===== src/rtl/dmem_pkg.sv =====
`default_nettype none
// +----------------------------------------------------------------------------+
// | dmem_pkg                                                                     |
// | Shared types and constants for the Y86-64 data-memory arbiter.               |
// | Rev 1.0                                                                      |
// +----------------------------------------------------------------------------+
package dmem_pkg;

  typedef enum logic [1:0] {
    IDLE  = 2'd0,
    ISSUE = 2'd1,
    RESP  = 2'd2
  } state_t;

  localparam logic REQ_M = 1'b0;
  localparam logic REQ_L = 1'b1;

  localparam int DMEM_DEPTH = 1024;

endpackage

`default_nettype wire


===== src/rtl/rr_arb2.sv =====
`default_nettype none
// +----------------------------------------------------------------------------+
// | rr_arb2                                                                      |
// | Combinational two-way round-robin arbiter producing a one-hot grant.        |
// | Rev 1.0                                                                      |
// +----------------------------------------------------------------------------+
module rr_arb2
  import dmem_pkg::*;
(
  input  logic       i_req_m,
  input  logic       i_req_l,
  input  logic       i_last_gnt,
  output logic [1:0] o_gnt
);

  always_comb begin
    o_gnt = 2'b00;
    if (i_req_m && i_req_l) begin
      // On a tie the requester that was not served last takes the slot.
      if (i_last_gnt == REQ_L) begin
        o_gnt[REQ_M] = 1'b1;
      end else begin
        o_gnt[REQ_L] = 1'b1;
      end
    end else if (i_req_m) begin
      o_gnt[REQ_M] = 1'b1;
    end else if (i_req_l) begin
      o_gnt[REQ_L] = 1'b1;
    end
  end

endmodule

`default_nettype wire


===== src/rtl/dmem_arbiter.sv =====
`default_nettype none
// +----------------------------------------------------------------------------+
// | dmem_arbiter                                                                 |
// | Serialises memory-stage and loader accesses onto the single-ported dmem.    |
// | Rev 1.0                                                                      |
// +----------------------------------------------------------------------------+
module dmem_arbiter
  import dmem_pkg::*;
#(
  parameter int DEPTH = DMEM_DEPTH,
  parameter int AW    = $clog2(DEPTH)
) (
  input  logic          clk,
  input  logic          rst_n,

  input  logic          m_req,
  input  logic          m_we,
  input  logic [63:0]   m_addr,
  input  logic [63:0]   m_wdata,
  output logic          m_gnt,
  output logic          m_rvalid,
  output logic [63:0]   m_rdata,
  output logic          m_err,

  input  logic          l_req,
  input  logic          l_we,
  input  logic [63:0]   l_addr,
  input  logic [63:0]   l_wdata,
  output logic          l_gnt,
  output logic          l_rvalid,
  output logic [63:0]   l_rdata,
  output logic          l_err,

  output logic          mem_en,
  output logic          mem_we,
  output logic [AW-1:0] mem_addr,
  output logic [63:0]   mem_wdata,
  input  logic [63:0]   mem_rdata,

  output logic          dmem_err
);

  localparam logic [63:0] c_DEPTH64 = 64'(DEPTH);

  state_t      r_state;
  state_t      w_state_nxt;
  logic        w_latch;
  logic        w_resp;
  logic [1:0]  w_gnt;

  logic        r_owner;
  logic        r_we;
  logic [63:0] r_addr;
  logic [63:0] r_wdata;
  logic        r_last_gnt;

  logic        r_m_gnt, r_m_rvalid, r_m_err;
  logic        r_l_gnt, r_l_rvalid, r_l_err;
  logic [63:0] r_m_rdata, r_l_rdata;
  logic        r_dmem_err;

  logic        w_in_range;
  logic        w_issue_ok;
  logic        w_rd_ok;
  logic        w_owner_nxt;

  rr_arb2 u_arb (
    .i_req_m    (m_req),
    .i_req_l    (l_req),
    .i_last_gnt (r_last_gnt),
    .o_gnt      (w_gnt)
  );

  assign w_owner_nxt = w_gnt[REQ_L] ? REQ_L : REQ_M;
  assign w_in_range  = (r_addr < c_DEPTH64);
  assign w_issue_ok  = (r_state == ISSUE) && w_in_range;
  assign w_rd_ok     = w_in_range && !r_we;

  always_ff @(posedge clk or negedge rst_n) begin
    if (!rst_n) begin
      r_state <= IDLE;
    end else begin
      r_state <= w_state_nxt;
    end
  end

  always_comb begin
    w_state_nxt = r_state;
    w_latch     = 1'b0;
    w_resp      = 1'b0;
    case (r_state)
      IDLE: begin
        if (w_gnt != 2'b00) begin
          w_latch     = 1'b1;
          w_state_nxt = ISSUE;
        end
      end
      ISSUE: w_state_nxt = RESP;
      RESP: begin
        w_resp      = 1'b1;
        w_state_nxt = IDLE;
      end
      default: w_state_nxt = IDLE;
    endcase
  end

  always_ff @(posedge clk or negedge rst_n) begin
    if (!rst_n) begin
      r_owner    <= REQ_M;
      r_we       <= 1'b0;
      r_addr     <= '0;
      r_wdata    <= '0;
      r_last_gnt <= REQ_L;
      r_m_gnt    <= 1'b0;
      r_l_gnt    <= 1'b0;
      r_m_rvalid <= 1'b0;
      r_l_rvalid <= 1'b0;
      r_m_rdata  <= '0;
      r_l_rdata  <= '0;
      r_m_err    <= 1'b0;
      r_l_err    <= 1'b0;
      r_dmem_err <= 1'b0;
    end else begin
      if (w_latch) begin
        r_owner    <= w_owner_nxt;
        r_last_gnt <= w_owner_nxt;
        r_we       <= (w_owner_nxt == REQ_L) ? l_we    : m_we;
        r_addr     <= (w_owner_nxt == REQ_L) ? l_addr  : m_addr;
        r_wdata    <= (w_owner_nxt == REQ_L) ? l_wdata : m_wdata;
      end
      r_m_gnt    <= w_latch && (w_owner_nxt == REQ_M);
      r_l_gnt    <= w_latch && (w_owner_nxt == REQ_L);
      r_m_rvalid <= w_resp && (r_owner == REQ_M);
      r_l_rvalid <= w_resp && (r_owner == REQ_L);
      // Response fields are only non-zero alongside the owner's rvalid pulse.
      r_m_rdata  <= (w_resp && (r_owner == REQ_M) && w_rd_ok) ? mem_rdata : '0;
      r_l_rdata  <= (w_resp && (r_owner == REQ_L) && w_rd_ok) ? mem_rdata : '0;
      r_m_err    <= w_resp && (r_owner == REQ_M) && !w_in_range;
      r_l_err    <= w_resp && (r_owner == REQ_L) && !w_in_range;
      if (w_resp && !w_in_range) begin
        r_dmem_err <= 1'b1;
      end
    end
  end

  assign mem_en    = w_issue_ok;
  assign mem_we    = w_issue_ok && r_we;
  assign mem_addr  = w_issue_ok ? r_addr[AW-1:0] : '0;
  assign mem_wdata = w_issue_ok ? r_wdata : '0;

  assign m_gnt    = r_m_gnt;
  assign m_rvalid = r_m_rvalid;
  assign m_rdata  = r_m_rdata;
  assign m_err    = r_m_err;
  assign l_gnt    = r_l_gnt;
  assign l_rvalid = r_l_rvalid;
  assign l_rdata  = r_l_rdata;
  assign l_err    = r_l_err;
  assign dmem_err = r_dmem_err;

endmodule

`default_nettype wire


===== config.mk =====
export PLATFORM = sky130hd
export DESIGN_NAME = dmem_arbiter
export DESIGN_NICKNAME = d
export VERILOG_FILES = /design/src/rtl/dmem_pkg.sv /design/src/rtl/rr_arb2.sv /design/src/rtl/dmem_arbiter.sv
export SDC_FILE = /design/constraint.sdc
export NUM_CORES = 1
export LEC_CHECK = 0
export CAP_MARGIN = 20
export CORE_ASPECT_RATIO = 0.5
export CORE_MARGIN = 3
export CORE_UTILIZATION = 35
export CTS_CLUSTER_DIAMETER = 200
export DETAILED_ROUTE_END_ITERATION = 10
export HOLD_SLACK_MARGIN = 0.08
export PLACE_DENSITY = 0.69
export SLEW_MARGIN = 20
export SYNTH_ARGS = -nofsm -noshare
export SYNTH_HDL_FRONTEND = slang
export SYNTH_HIERARCHICAL = 1
export SYNTH_SLANG_ARGS = --single-unit

===== constraint.sdc =====
create_clock -name clk -period 3.1 [get_ports clk]
set_input_delay 0.62 -clock clk [delete_from_list [all_inputs] [get_ports clk]]
set_output_delay 0.62 -clock clk [all_outputs]
set_load 0.1 [all_outputs]

Word level (Yosys, flattened, before mapping)
Index checks and enable logic that the tools add are counted.

storage, ports and cells
  word-level logic and storage cells = 57
  output and inout port bits = 211
  flip-flop bits (word level) = 268

operators by class
  bitwise gates (word level) = 2
  $lt $le $gt $ge = 1
  reductions and logical operators = 17
  muxes and demuxes = 19
  equal/unequal tests = 3

operator list
  cell                                                                            count
  64-bit two-way mux                                                              5
  64-bit by 11-bit less-than comparator with 1-bit output, second input constant  1
  1-bit logical AND                                                               13
  1-bit two-way mux                                                               10
  10-bit two-way mux                                                              1
  2-bit two-way mux                                                               2
  2-bit one-hot mux with 2 select lines                                           1
  2-bit by 1-bit equality test with 1-bit output, second input constant           1
  2-bit equality test, second input constant                                      1
  1-bit logical NOT                                                               2
  2-bit logical NOT                                                               1
  2-bit != test, second input constant                                            1
  1-bit inverter                                                                  2
  2-bit nonzero test                                                              1

Longest topological paths before layout
  word-level depth = 7
  depth in mapped cells = 8

By module
Netlist, hierarchy kept.

modules (own cells, without submodules)
  module        cells an instance  times used  area an instance (µm²)
  dmem_arbiter  1017               1           11707.5
  rr_arb2       3                  1           18.8

Worst setup path after synthesis
No wires, ideal clock.

  path kind = reg-to-output
  from = register r_addr[27]
  to = output mem_wdata[24]
  slack = -1233 ps
  buffers on the path = 3
  data arrival time = 3713 ps
  cell stages (with the launch flop) = 8
  data required time = 2480 ps
  path through = dfrtp_1 nor4_1 nand4_1 or4_1 buf_2 buf_6 buf_2 nor3_1

on the way
  cells in the longest elaborated chain, start to end = 3

ends and longest elaborated chain
  element                                                  RTL line             text
  start, declared                                          dmem_arbiter.sv:53   logic [63:0] r_addr;
  start signal, assigned                                   dmem_arbiter.sv:128  r_addr <= (w_owner_nxt == REQ_L) ? l_addr : m_addr;
  64-bit by 11-bit less-than comparator with 1-bit output  dmem_arbiter.sv:75   assign w_in_range = (r_addr < c_DEPTH64);
  1-bit logical AND                                        dmem_arbiter.sv:76   assign w_issue_ok = (r_state == ISSUE) && w_in_range;
  64-bit two-way mux                                       dmem_arbiter.sv:149  assign mem_wdata = w_issue_ok ? r_wdata : '0;
  end, declared                                            dmem_arbiter.sv:37   output logic [63:0] mem_wdata,

Every way passes these cells.

Final worst setup path
  from = register r_addr[15]
  to = output mem_wdata[46]

Same word-level chain as after synthesis.

==> run summary <==
status: finished with violations
violations in the final reports: negative setup slack
data required time of the critical path: 2480 ps
maximum level of the CTS H-tree: 1
area added between synthesis and finish: 69.9%
standard cell core area: 0.0323 mm²
gr usage total: 0.251
FF-to-FF End: m_rdata[8]$_DFF_PN0_
post-synthesis mux area share: 0
final-layout setup total negative slack: -22,590 ps
final routed wire length divided by cell count: 23.5 µm
post-synthesis cell type with the largest combined area: dfrtp_1
first-pass GRT wire length: 68.8 mm
Post-synth EDFFs: 0
DR pass1 iterations: 5
number of routed nets with antenna violations: 0
initial core utilization: 0.363
share of the synthesized area in compound gates (AO/OA/AOI/OAI): 0.114
worst hold path cell count: 1
DR iter-0 viols: 906
maximum vdd ir drop: 626 µV
Clk pin slew, worst setup/hold paths: 60 ps
clock buffers created by TritonCTS: 27
post-synthesis async set-or-reset flop share: 1.00
Setup crit start kind: flip-flop
ratio of routed vias to standard cells: 5.34
antenna violations before repair: 9
post-layout min period: 3450 ps
reg2reg start: r_addr[15]$_DFFE_PN0P_
number of core rows: 46
fin. max-slew vios: 0
hold crit path type: flip-flop to flip-flop
number of synthesized register bits: 268
Final setup violation count: 76
share of final-layout standard cells stronger than drive strength 1: 0.288
worst-case reg-to-reg path depth: 8
ratio of final minimum period to clock period: 1.11
Max Clk Rate: 0.290 GHz
number of input and output port buffers inserted: 536
Post-Synth XOR/XNOR Area: 0
pin count of the biggest net entering global routing: 118
RSZ-0062 raised after global routing: true
fraction of the mapped netlist area in simple logic gates: 0.246
top post-synthesis cells by count: dfrtp_1, a221o_1, nor3b_1
floorplan die area: 0.0359 mm²
TritonCTS clock tree: built
Cell Pwr Density: 690 mW/mm²
number of distinct standard cells referenced by the synthesized netlist: 23
Hold Crit Start: dmem_err$_DFFE_PN0P_
CP endpoint kind: primary output
Post-Route Utilization: 0.616
number of synthesis warnings: 6
clk_lat worst skew: 540 ps
endpoint of the worst hold path: dmem_err$_DFFE_PN0P_
Synth Area in Adders: 0
Gate Count Post-Synth: 1,020
cell at the root of the clock tree: clkbuf_16
number of global-route vias before repair: 10.8k
total via count in the routed design: 10.6k
Hold Violations, Final: 0
placed cells: 1,905
number of maximum-capacitance constraint violations: 0
synthesized netlist net count: 1,346
GR Overflow Total: 0
slack of the critical path: -348 ps
Least-Margin Pin Slew: 736 ps
fillers: 2,535
most frequent cell after synthesis: dfrtp_1
maximum fanout encountered on the critical timing path: 7
top-level port count: 537
Cell Count, Final, Fillers Out: 1,977
worst clock skew: 11.1 ps
final RePlAce weighted congestion: 0.840
Final Power: 0.0137 W
post-detailed-placement half-perimeter wirelength: 33.3 mm
remaining routing DRC violations: 0
remaining max-slew budget at the tightest pin: 0.509
proportion of synthesized chip area in sequential cells: 0.572
register-to-register setup slack: 440 ps
count of clock tree sinks: 268
Die Wd: 265 µm
final wirelength: 46.5 mm
Max clock buf depth: 3
average instance area after synthesis: 11.5 µm²
fin nets: 1,843
Top FF cell, synth: dfrtp_1
top cells by area in the synthesized netlist: dfrtp_1, a221o_1, nor3_2, nor3b_1, nor3_1
Static Leak: 8.74 nW
Yosys top cell area share: 0.570
classification of the worst setup path: flip-flop to primary output
synthesized area: 0.0117 mm²
largest family of logic cells by synthesized area: simple AND/OR/NAND/NOR gates
worst hold-check slack: 468 ps
Worst Path Arrival: 2830 ps
vertical die dimension: 135 µm
-- worst max path at each step --
stage | startpoint | to | slack [ps]
2_1_floorplan | r_addr[51]$_DFFE_PN0P_ | mem_wdata[24] | -400
3_3_place_gp | r_addr[54]$_DFFE_PN0P_ | mem_wdata[51] | 80
3_5_place_dp | r_addr[18]$_DFFE_PN0P_ | mem_wdata[37] | 90
4_1_cts | r_addr[39]$_DFFE_PN0P_ | mem_wdata[46] | -370
5_1_grt | r_addr[54]$_DFFE_PN0P_ | mem_wdata[35] | -450
6_report | r_addr[15]$_DFFE_PN0P_ | mem_wdata[46] | -350
-- stage by stage --
stage | area (µm²) | setup slack [ps]
3_5_place_dp | 18400 | 90.1
3_3_place_gp | 18400 | 83.5
5_1_grt | 19900 | -453
4_1_cts | 19800 | -368
6_report | 19900 | -348
2_1_floorplan | 12200 | -396
-- kinds of logic after synthesis --
kind of cell / after synthesis
and+or+nand+nor: 425
DFF: 268
buffers and inverters: 192
AOI/OAI and AO/OA: 135
-- flip-flops by register name, indices dropped and copies added (netlist names) --
signal and cells:
m_rvalid 1, r_owner 1, l_gnt 1, m_gnt 1, r_addr 64, r_we 1, l_err 1, m_rdata 64
l_rdata 64, l_rvalid 1, r_last_gnt 1, m_err 1, r_wdata 64, r_state 2, dmem_err 1
-- repair_timing --
action,4_1_cts,5_1_grt
hold endpoints to repair,62,0
gates resized for setup,43,5
setup buffers,6,1
cloned,5,2
setup endpoints to repair,76,76
pin swaps,5,11
hold buffers,1,0
-- area by class of cell --
type / instances / area, µm² / share of cell area
Clock buffer: 35 / 736 / 0.0369
Multi-Input combinational cell: 560 / 4920 / 0.247
Antenna cell: 9 / 22.5 / 0.00113
Timing Repair Buffer: 580 / 6500 / 0.326
Clock inverter: 13 / 200 / 0.0100
Inverter: 80 / 300 / 0.0151
Sequential cell: 268 / 6710 / 0.337
Tap cell: 432 / 541 / 0.0271
-- metal layers --
| layer | global-route usage | up-vias | part of all wire |
|---|---|---|---|
| li1 | - | 4726 | - |
| met1 | 0.314 | 5362 | 0.39 |
| met2 | 0.440 | 341 | 0.52 |
| met3 | 0.0325 | 119 | 0.039 |
| met4 | 0.116 | 2 | 0.047 |
| met5 | 0 | - | 0.00028 |
-- worst max-delay path, cell delays in order (launching register included) --
cell     delay (ps)
dfrtp_1         390
nor4_1          440
nand4_1         180
or4_4           490
buf_12          180
buf_16          160
nor3_4          230
buf_12          200
-- report_power, final --
| part | internal (W) | switching [W] | total, W |
|---|---|---|---|
| Combinational | 0.00200 | 0.00314 | 0.00514 |
| Clock | 0.00209 | 0.00143 | 0.00352 |
| Sequential | 0.00444 | 0.000642 | 0.00508 |
-- cell usage in the layout, fill, tap and decap left out, types with 7 or more instances in the layout --
cell             synthesis  routed
clkbuf_16                0      29
buf_12                   0      88
inv_1                   80      79
nor3b_1                129     129
nor3_2                  99      57
diode_2                  0       9
nand2_1                 66      65
a221o_1                129     129
buf_4                    0     154
nor3_1                 104      74
dfrtp_1                267     267
clkdlybuf4s50_1          0     324
nor4_1                  13       7
nor3_4                   0      72
Power figures use the tool's default switching activity.
